==> config.mk <==
export PLATFORM = sky130hd
export DESIGN_NAME = pipeline_hazard_ctrl_flat
export DESIGN_NICKNAME = d
export VERILOG_FILES = /design/src/rtl/pipeline_hazard_ctrl_if.sv /design/src/rtl/pipeline_hazard_ctrl.sv /design/src/flat_wrapper.sv
export SDC_FILE = /design/constraint.sdc
export NUM_CORES = 1
export LEC_CHECK = 0
export CAP_MARGIN = 15
export CORE_AREA = 8 8 58 60
export DETAILED_ROUTE_END_ITERATION = 16
export DIE_AREA = 0 0 66 68
export PLACE_DENSITY = 0.68
export SYNTH_ARGS = -nofsm -noshare
export SYNTH_HDL_FRONTEND = slang
export SYNTH_SLANG_ARGS = --single-unit
export TNS_END_PERCENT = 10
==> constraint.sdc <==
create_clock -name clk_i -period 5.18 [get_ports clk_i]
set_clock_uncertainty 0.15 [all_clocks]
set_input_delay 1.036 -clock clk_i [delete_from_list [all_inputs] [get_ports clk_i]]
set_output_delay 1.036 -clock clk_i [all_outputs]
set_load 0.05 [all_outputs]
==> src/rtl/pipeline_hazard_ctrl_if.sv <==
// Signal bundle between the pipeline units (master) and the hazard controller (slave).
interface pipeline_hazard_ctrl_if #(
    parameter int NUM_STAGES = 5
);
    logic [NUM_STAGES-1:0] stall_req_i;
    logic [NUM_STAGES-1:0] stage_valid_i;
    logic                  bru_miss_i;
    logic                  exception_flush_i;
    logic                  irq_req_i;
    logic [NUM_STAGES-1:0] stall_o;
    logic [NUM_STAGES-1:0] flush_o;
    logic                  irq_ack_o;
    logic                  redirect_busy_o;
    logic                  stall_timeout_o;
    logic [1:0]            state_o;

    modport master (
        output stall_req_i, stage_valid_i, bru_miss_i, exception_flush_i, irq_req_i,
        input  stall_o, flush_o, irq_ack_o, redirect_busy_o, stall_timeout_o, state_o
    );

    modport slave (
        input  stall_req_i, stage_valid_i, bru_miss_i, exception_flush_i, irq_req_i,
        output stall_o, flush_o, irq_ack_o, redirect_busy_o, stall_timeout_o, state_o
    );
endinterface

==> src/rtl/pipeline_hazard_ctrl.sv <==
// Per-stage stall/flush controller with redirect hold, interrupt drain handshake and stall watchdog.
//   state    | meaning
//   ST_RUN   | normal operation, stall/flush straight from requests
//   ST_HOLD  | redirect in progress, fetch (stage 0) kept flushed
//   ST_DRAIN | fetch stalled until younger stages empty, then irq_ack_o
module pipeline_hazard_ctrl #(
    parameter int NUM_STAGES   = 5,
    parameter int BRU_STAGE    = 2,
    parameter int EXC_STAGE    = 3,
    parameter int REDIRECT_CYC = 2,
    parameter int WDOG_W       = 10
) (
    input logic                 clk_i,
    input logic                 rst_ni,
    pipeline_hazard_ctrl_if.slave bus
);
    localparam int CNT_W = (REDIRECT_CYC > 1) ? $clog2(REDIRECT_CYC) : 1;
    localparam logic [CNT_W-1:0] CNT_LOAD = CNT_W'(REDIRECT_CYC - 1);

    typedef enum logic [1:0] {
        ST_RUN   = 2'd0,
        ST_HOLD  = 2'd1,
        ST_DRAIN = 2'd2
    } state_t;

    state_t                state_q, state_d;
    logic [CNT_W-1:0]      cnt_q, cnt_d;
    logic                  ack_q, ack_d;
    logic [WDOG_W-1:0]     wdog_q, wdog_d;
    logic                  timeout_q;

    logic                  flush_evt;
    logic                  drained;
    logic [NUM_STAGES-1:0] base_stall;
    logic [NUM_STAGES-1:0] fmask;
    logic [NUM_STAGES-1:0] flush;
    logic [NUM_STAGES-1:0] stall;

    assign flush_evt = bus.bru_miss_i | bus.exception_flush_i;
    assign drained   = (bus.stage_valid_i[NUM_STAGES-1:1] == '0);

    // A stalled stage blocks every older (lower-index) stage behind it.
    always_comb begin
        base_stall = '0;
        for (int k = 0; k < NUM_STAGES; k++) begin
            base_stall[k] = |(bus.stall_req_i >> k);
        end
    end

    always_comb begin
        fmask = '0;
        for (int k = 0; k < NUM_STAGES; k++) begin
            if (bus.exception_flush_i && (k <= EXC_STAGE)) fmask[k] = 1'b1;
            if (bus.bru_miss_i && (k < BRU_STAGE))         fmask[k] = 1'b1;
        end
    end

    always_comb begin
        flush = fmask;
        if (state_q == ST_HOLD) flush[0] = 1'b1;
        stall = base_stall & ~flush;
        if ((state_q == ST_DRAIN) && !flush[0]) stall[0] = 1'b1;
    end

    // Re-entry to DRAIN is blocked while the ack is visible, since the requester drops irq only after seeing it.
    always_comb begin
        state_d = state_q;
        cnt_d   = cnt_q;
        ack_d   = 1'b0;
        case (state_q)
            ST_RUN: begin
                if (flush_evt) begin
                    state_d = ST_HOLD;
                    cnt_d   = CNT_LOAD;
                end else if (bus.irq_req_i && !ack_q) begin
                    state_d = ST_DRAIN;
                end
            end
            ST_HOLD: begin
                if (flush_evt) begin
                    cnt_d = CNT_LOAD;
                end else if (cnt_q == '0) begin
                    state_d = bus.irq_req_i ? ST_DRAIN : ST_RUN;
                end else begin
                    cnt_d = cnt_q - 1'b1;
                end
            end
            ST_DRAIN: begin
                if (flush_evt) begin
                    state_d = ST_HOLD;
                    cnt_d   = CNT_LOAD;
                end else if (!bus.irq_req_i) begin
                    state_d = ST_RUN;
                end else if (drained) begin
                    state_d = ST_RUN;
                    ack_d   = 1'b1;
                end
            end
            default: state_d = ST_RUN;
        endcase
    end

    always_comb begin
        wdog_d = wdog_q;
        if (flush_evt || !(|base_stall)) begin
            wdog_d = '0;
        end else if (wdog_q != '1) begin
            wdog_d = wdog_q + 1'b1;
        end
    end

    always_ff @(posedge clk_i or negedge rst_ni) begin
        if (!rst_ni) begin
            state_q   <= ST_RUN;
            cnt_q     <= '0;
            ack_q     <= 1'b0;
            wdog_q    <= '0;
            timeout_q <= 1'b0;
        end else begin
            state_q   <= state_d;
            cnt_q     <= cnt_d;
            ack_q     <= ack_d;
            wdog_q    <= wdog_d;
            timeout_q <= timeout_q | (wdog_d == '1);
        end
    end

    assign bus.stall_o         = stall;
    assign bus.flush_o         = flush;
    assign bus.irq_ack_o       = ack_q;
    assign bus.redirect_busy_o = (state_q == ST_HOLD);
    assign bus.stall_timeout_o = timeout_q;
    assign bus.state_o         = state_q;
endmodule

==> src/flat_wrapper.sv <==
// flat-port wrapper written by rule: the top's interface ports become plain ports
module pipeline_hazard_ctrl_flat 
#(
    parameter int NUM_STAGES   = 5,
    parameter int BRU_STAGE    = 2,
    parameter int EXC_STAGE    = 3,
    parameter int REDIRECT_CYC = 2,
    parameter int WDOG_W       = 10
)
  (clk_i, rst_ni, bus_stall_req_i, bus_stage_valid_i, bus_bru_miss_i, bus_exception_flush_i, bus_irq_req_i, bus_stall_o, bus_flush_o, bus_irq_ack_o, bus_redirect_busy_o, bus_stall_timeout_o, bus_state_o);
  pipeline_hazard_ctrl_if #(.NUM_STAGES(NUM_STAGES)) bus_i ();
  input logic clk_i;
  input logic rst_ni;
  input wire logic [$bits(bus_i.stall_req_i)-1:0] bus_stall_req_i;
  input wire logic [$bits(bus_i.stage_valid_i)-1:0] bus_stage_valid_i;
  input wire logic [$bits(bus_i.bru_miss_i)-1:0] bus_bru_miss_i;
  input wire logic [$bits(bus_i.exception_flush_i)-1:0] bus_exception_flush_i;
  input wire logic [$bits(bus_i.irq_req_i)-1:0] bus_irq_req_i;
  output wire logic [$bits(bus_i.stall_o)-1:0] bus_stall_o;
  output wire logic [$bits(bus_i.flush_o)-1:0] bus_flush_o;
  output wire logic [$bits(bus_i.irq_ack_o)-1:0] bus_irq_ack_o;
  output wire logic [$bits(bus_i.redirect_busy_o)-1:0] bus_redirect_busy_o;
  output wire logic [$bits(bus_i.stall_timeout_o)-1:0] bus_stall_timeout_o;
  output wire logic [$bits(bus_i.state_o)-1:0] bus_state_o;
  assign bus_i.stall_req_i = bus_stall_req_i;
  assign bus_i.stage_valid_i = bus_stage_valid_i;
  assign bus_i.bru_miss_i = bus_bru_miss_i;
  assign bus_i.exception_flush_i = bus_exception_flush_i;
  assign bus_i.irq_req_i = bus_irq_req_i;
  assign bus_stall_o = bus_i.stall_o;
  assign bus_flush_o = bus_i.flush_o;
  assign bus_irq_ack_o = bus_i.irq_ack_o;
  assign bus_redirect_busy_o = bus_i.redirect_busy_o;
  assign bus_stall_timeout_o = bus_i.stall_timeout_o;
  assign bus_state_o = bus_i.state_o;
  pipeline_hazard_ctrl #(.NUM_STAGES(NUM_STAGES), .BRU_STAGE(BRU_STAGE), .EXC_STAGE(EXC_STAGE), .REDIRECT_CYC(REDIRECT_CYC), .WDOG_W(WDOG_W)) u_core (.clk_i(clk_i), .rst_ni(rst_ni), .bus(bus_i));
endmodule
==> results of run 1 <==
critical path, stage by stage:
cell and delay [ps]:
clkdlybuf4s50_1 460, or4_4 600, o31ai_1 230, a21oi_1 90, clkdlybuf4s50_1 710
cell usage in the layout, fill, tap and decap left out, types with 2 or more instances in the layout:
cell             instances
clkbuf_4                 3
xor2_1                   3
nand4_1                  3
clkdlybuf4s50_1         27
dfrtp_1                 15
a21oi_1                  8
and4_1                   2
nand3_1                  2
and3_1                   2
a211oi_1                 2
nor4_1                   2
nor3_1                   2
nand2_1                  3
nor2_1                  10
inv_1                    5
o21ai_0                  2
registers in the layout, indices dropped and copies added (netlist names):
signal,cells
u_core.bus.irq_ack_o,1
u_core.bus.state_o,2
u_core.cnt_q,1
u_core.wdog_q,10
u_core.bus.stall_timeout_o,1
logic make-up after synthesis:
group | after synthesis | synth area share, %
AO/OA/AOI/OAI | 25 | 21.50
XOR/XNOR | 4 | 3.739
adder cells (fa/ha/maj) | 1 | 1.335
buffers and inverters | 13 | 8.144
flip-flops | 15 | 40.05
multiplexers | 2 | 2.270
other | 1 | 0.4001
AND/OR/NAND/NOR | 36 | 22.57
layout make-up:
type | count | area share (%)
Sequential cell | 15 | 30.90
Timing Repair Buffer | 27 | 22.25
Clock buffer | 4 | 2.163
Multi-Input combinational cell | 69 | 39.96
Inverter | 5 | 1.545
Tap cell | 31 | 3.193
routing by layer:
layer	part of all wire (%)	wire [um]	vias to the layer above
met1	42	905	360
met4	1.2	25	0
met5	0	0	-
met2	47	1010	28
li1	-	-	403
met3	9.5	204	5
through the flow:
step           power [uW]  hold slack [ps]  setup slack (ps)
3_3_place_gp        183.1            299.3             914.2
5_1_grt             255.9            364.0             782.7
2_1_floorplan       159.6            348.3              1850
4_1_cts             249.4            339.4             873.3
6_report            245.9            331.2             869.7
3_5_place_dp        184.1            315.6             862.0
how the worst max path moves through the flow:
stage | startpoint | depth (start not counted) | slack (ps) | endpoint
2_1_floorplan | bus_bru_miss_i | 3 | 1850 | bus_stall_o[0]
3_3_place_gp | bus_stall_req_i[4] | 5 | 910 | bus_stall_o[0]
3_5_place_dp | bus_stall_req_i[4] | 5 | 860 | bus_stall_o[0]
4_1_cts | bus_stall_req_i[4] | 5 | 870 | bus_stall_o[0]
5_1_grt | bus_stall_req_i[4] | 5 | 780 | bus_stall_o[0]
6_report | bus_stall_req_i[4] | 5 | 870 | bus_stall_o[0]
power breakdown:
part | switching (uW) | internal, uW
Clock | 35.0 | 29.9
Combinational | 35.9 | 22.8
Sequential | 2.80 | 119
==> metrics.yaml, run 1 <==
route:
  drt_iter0_markers: 43
  ant_nets: 0
  drcViolationCount: 0
  first_pass_iters: 4
  totalWireLength_mm: 2.146
  vias_per_cell: 5.272
  wl_per_cell_um: 14.21
  vias: 796
timing:
  post-route-period-util_pct: 83.21
  worst_slew_pin_slew_ps: 652.2
  hold_viol: 0
  tns_ps: 0
  rsz0062_at_grt: "false"
  finalCriticalPeriod_ps: 4310
  drv_slew: 0
  setup_viol: 0
  max_freq_ghz: 0.2320
  slew_headroom_pct: 56.39
clocking:
  cts-buffers-inserted: 3
  postCtsHoldBufs: 0
  cts.path.max_buffers: 2
  cts_setup_buffers: 0
  clk_pin_slew_worst_paths_ps: 80
  clockRootBuffer: "clkbuf_4"
  htree_levels: 1
  postCtsResizedCells: 0
  insertion_delay_ps: 280
  cts_tree: "done"
  cts.sinks: 15
die:
  ios: 30
  initial_core_util_pct: 36.50
  rows: 19
  dieHeight_um: 68
  chipWidth_um: 66
  core-area_um2: 2567
  fp.dieArea_um2: 4488
outcome:
  status: "completed"
grt:
  grt_pass1_wl_mm: 3.498
  grt_use_met3_pct: 4.092
  globalRouteTotalUtil_pct: 9.935
  grt_max_degree: 16
  gr-usage-met2_pct: 15.71
  grt_overflow: 0
  antenna_found_initial: 0
  grt_pass1_vias: 752
  grtUsageMet1_pct: 11.80
  grt-busiest-layer: "met2"
cells_and_area:
  fin_area_um2: 1215
  fin_cells: 151
  multi_input_area_um2: 485.5
  fillers: 263
  fin_util_pct: 47.32
  drive_gt1_share_pct: 10.00
  seqCellArea_um2: 375.4
  area_delta_synth_final_pct: 29.64
  nNetsFinal: 137
  antenna_cells: 0
synthesis:
  yosysTopAreaCell: "dfrtp_1"
  avgSynthCellArea_um2: 9.661
  syn_nets: 113
  ys_types: 44
  ys_seq_area_share_pct: 40.05
  synth_edf_count: 0
  synthCells: 97
  synth_area_leaders: "dfrtp_1 40%, buf_4 5.6%, a21oi_1 4.3%"
  ys.warnings.count: 0
  netlist.area_leader.share_pct: 40.05
  synth_common_cells: "15 x dfrtp_1, 10 x nor2_1, 8 x a21oi_1"
  yosysMostFrequentCell: "dfrtp_1"
  async_flop_share_pct: 100.0
  yosys_most_used_dff: "dfrtp_1"
  postSynthRegisterBits: 15
  syn-cell-area_um2: 937.1
worst_setup_path:
  arrival_ps: 3120
  reg2reg_slack_ps: 3060
  worst_r2r_path_depth: 5
  cp-start-kind: "primary input"
  path_class: "in -> out"
  r2r_end: "u_core.bus.stall_timeout_o"
  r2r-start: "u_core.wdog_q[0]"
  endpoint_kind: "output port"
  crit_fanout: 5
  required_ps: 3990
place:
  dp_hpwl_mm: 1.711
  place_area_um2: 1189
  port_buffers: 27
  gp_congestion: 0.8094
  dp_cells: 147
pwr:
  power_density_nw_per_um2: 202.4
  irDropWorstVdd_mv: 0.1627
  leakagePower_uw: 0.0005199
min_path:
  min_from: "u_core.bus.stall_timeout_o"
  min_path_cells: 1
  hold_path.class: "reg -> reg"
  holdPathEnd: "u_core.bus.stall_timeout_o"
flow_run:
  maxCapViolations: 0
Power figures use the tool's default switching activity.
==> inputs of run 2 (changes only) <==
Settings changed: PLACE_DENSITY 0.68 to 0.71.
Clock period 5.18 ns to 3.9 ns, I/O delays scaled along.
==> run 2 against run 1 <==
Compared with the run above: count of clock-buffer cells in the layout decreased by 1; first-iteration DRC count shrank 14%; critical path depth is 1 lower; largest cell class unchanged; highest routed layer unchanged.
==> metrics.yaml, run 2 (same netlist as run 1, synthesis figures left out) <==
grt:
  grt_pass1_wl_mm: 3.588  # was 3.498 mm
  grt_max_degree: 16  # unchanged
  globalRouteTotalUtil_pct: 9.980  # was 9.935%
  grt_pass1_vias: 785  # was 752
  grt_overflow: 0  # unchanged
  antenna_found_initial: 0  # unchanged
pwr:
  leakagePower_uw: 0.0005246  # was 0.0005199 uW
  power_density_nw_per_um2: 273.2  # was 202.4 nW/um^2
  irDropWorstVdd_mv: 0.2732  # was 0.1627 mV
  total_power_uw: 331.5  # was 245.9 uW
timing:
  timing.hold.ws_ps: 336.3  # was 331.2 ps
  finalCriticalPeriod_ps: 3681
  max_freq_ghz: 0.2717
  worst_slew_pin_slew_ps: 663.0  # was 652.2 ps
  drv_slew: 0  # unchanged
  setup_viol: 0  # unchanged
  hold_viol: 0  # unchanged
  slew_headroom_pct: 55.66  # was 56.39%
  tns_ps: 0  # unchanged
  post-route-period-util_pct: 94.38
  rsz0062_at_grt: "false"  # unchanged
cells_and_area:
  area_delta_synth_final_pct: 29.51  # was 29.64%
  final_cell_mix: "26 x clkdlybuf4s50_1, 15 x dfrtp_1, 10 x nor2_1"  # was 27 x clkdlybuf4s50_1, 15 x dfrtp_1, 10 x nor2_1
  fillers: 256  # was 263
  top_register: "u_core.wdog_q"  # unchanged
  nNetsFinal: 137  # unchanged
  layout_commonest_cell: "clkdlybuf4s50_1"  # unchanged
  fin_area_um2: 1214  # was 1215 um^2
  drive_gt1_share_pct: 11.67  # was 10.00%
  antenna_cells: 0  # unchanged
  largest_reg_flops: 10  # unchanged
  fin_cells: 151  # unchanged
worst_setup_path:
  crit_fanout: 5  # unchanged
  required_ps: 2970  # was 3990 ps
  cp-start-kind: "primary input"  # unchanged
  endpoint_kind: "output port"  # unchanged
  arrival_ps: 2750  # was 3120 ps
  worst_r2r_path_depth: 5  # unchanged
  path_class: "in -> out"  # unchanged
route:
  vias: 817  # was 796
  vias_per_cell: 5.411  # was 5.272
  first_pass_iters: 6  # was 4
  drcViolationCount: 0  # unchanged
  wl_per_cell_um: 14.26  # was 14.21 um
  drt_iter0_markers: 37  # was 43
  totalWireLength_mm: 2.154  # was 2.146 mm
  ant_nets: 0  # unchanged
clocking:
  cts.path.max_buffers: 2  # unchanged
  postCtsResizedCells: 0  # unchanged
  insertion_delay_ps: 290  # was 280 ps
  clockRootBuffer: "clkbuf_4"  # unchanged
  postCtsHoldBufs: 0  # unchanged
  cts.sinks: 15  # unchanged
  clk_pin_slew_worst_paths_ps: 90  # was 80 ps
  htree_levels: 1  # unchanged
  cts-buffers-inserted: 3  # unchanged
  cts_tree: "done"  # unchanged
  cts_setup_buffers: 0  # unchanged
flow_run:
  maxCapViolations: 0  # unchanged
die:
  core-area_um2: 2567  # unchanged
  rows: 19  # unchanged
  dieHeight_um: 68  # unchanged
  chipWidth_um: 66  # unchanged
  initial_core_util_pct: 36.50  # unchanged
  fp.dieArea_um2: 4488  # unchanged
  ios: 30  # unchanged
place:
  gp_congestion: 0.8266  # was 0.8094
  place_area_um2: 1186  # was 1189 um^2
  dp_cells: 147  # unchanged
  port_buffers: 27  # unchanged
  dp_hpwl_mm: 1.685  # was 1.711 mm
min_path:
  min_path_cells: 1  # unchanged
  hold_path.class: "reg -> reg"  # unchanged
outcome:
  status: "completed"  # unchanged
==> run 2: cell types whose count changed in the layout (fill, tap and decap cells not counted) <==
cell	change
buf_4	+1
clkbuf_1	-1
clkdlybuf4s50_1	-1
clkinv_2	+1
==> run 2: path summary, 6_finish.rpt <==
check                                           start  slack [ps]                         end
min reg2reg                u_core.bus.stall_timeout_o         340  u_core.bus.stall_timeout_o
max reg2reg                          u_core.wdog_q[0]        1760  u_core.bus.stall_timeout_o
min                        u_core.bus.stall_timeout_o         340  u_core.bus.stall_timeout_o
max in group asynchronous                      rst_ni        2440            u_core.wdog_q[6]
max                                bus_stall_req_i[4]         220              bus_stall_o[1]
min in group asynchronous                      rst_ni         740            u_core.wdog_q[0]
==> run 2: final cells by class <==
type | count | area (um^2) | area share (%)
Multi-Input combinational cell | 69 | 485.5 | 40.00
Sequential cell | 15 | 375.4 | 30.93
Timing Repair Buffer | 27 | 267.8 | 22.06
Tap cell | 31 | 38.79 | 3.196
Clock buffer | 3 | 22.52 | 1.856
Inverter | 5 | 18.77 | 1.546
Clock inverter | 1 | 5.005 | 0.4124
==> run 2: layer usage <==
layer / vias up / GRT usage [%] / share of wire (%)
li1: 404 / - / -
met1: 378 / 12.01 / 45
met2: 33 / 15.96 / 43
met3: 2 / 5.074 / 12
met4: 0 / 1.600 / 0.37
met5: - / 0 / 0
==> run 2: through the flow <==
stage / util (%) / setup WS, ps
global route: 47.27 / 186.5
CTS: 47.27 / 216.5
global placement: 46.20 / 237.2
floorplan: - / 1007
finish: 47.27 / 219.2
detailed placement: 46.20 / 213.6
==> run 2: report_power, final <==
group,leakage (uW),internal [uW],total [uW],switching [uW]
Sequential,0.000200,159,163,3.85
Clock,0.0000177,38.1,91.3,53.2
Combinational,0.000306,30.2,77.7,47.5
==> run 2: critical path, stage by stage <==
cell             delay (ps)
clkdlybuf4s50_1         450
or4_4                   600
and2_2                  220
clkdlybuf4s50_1         700
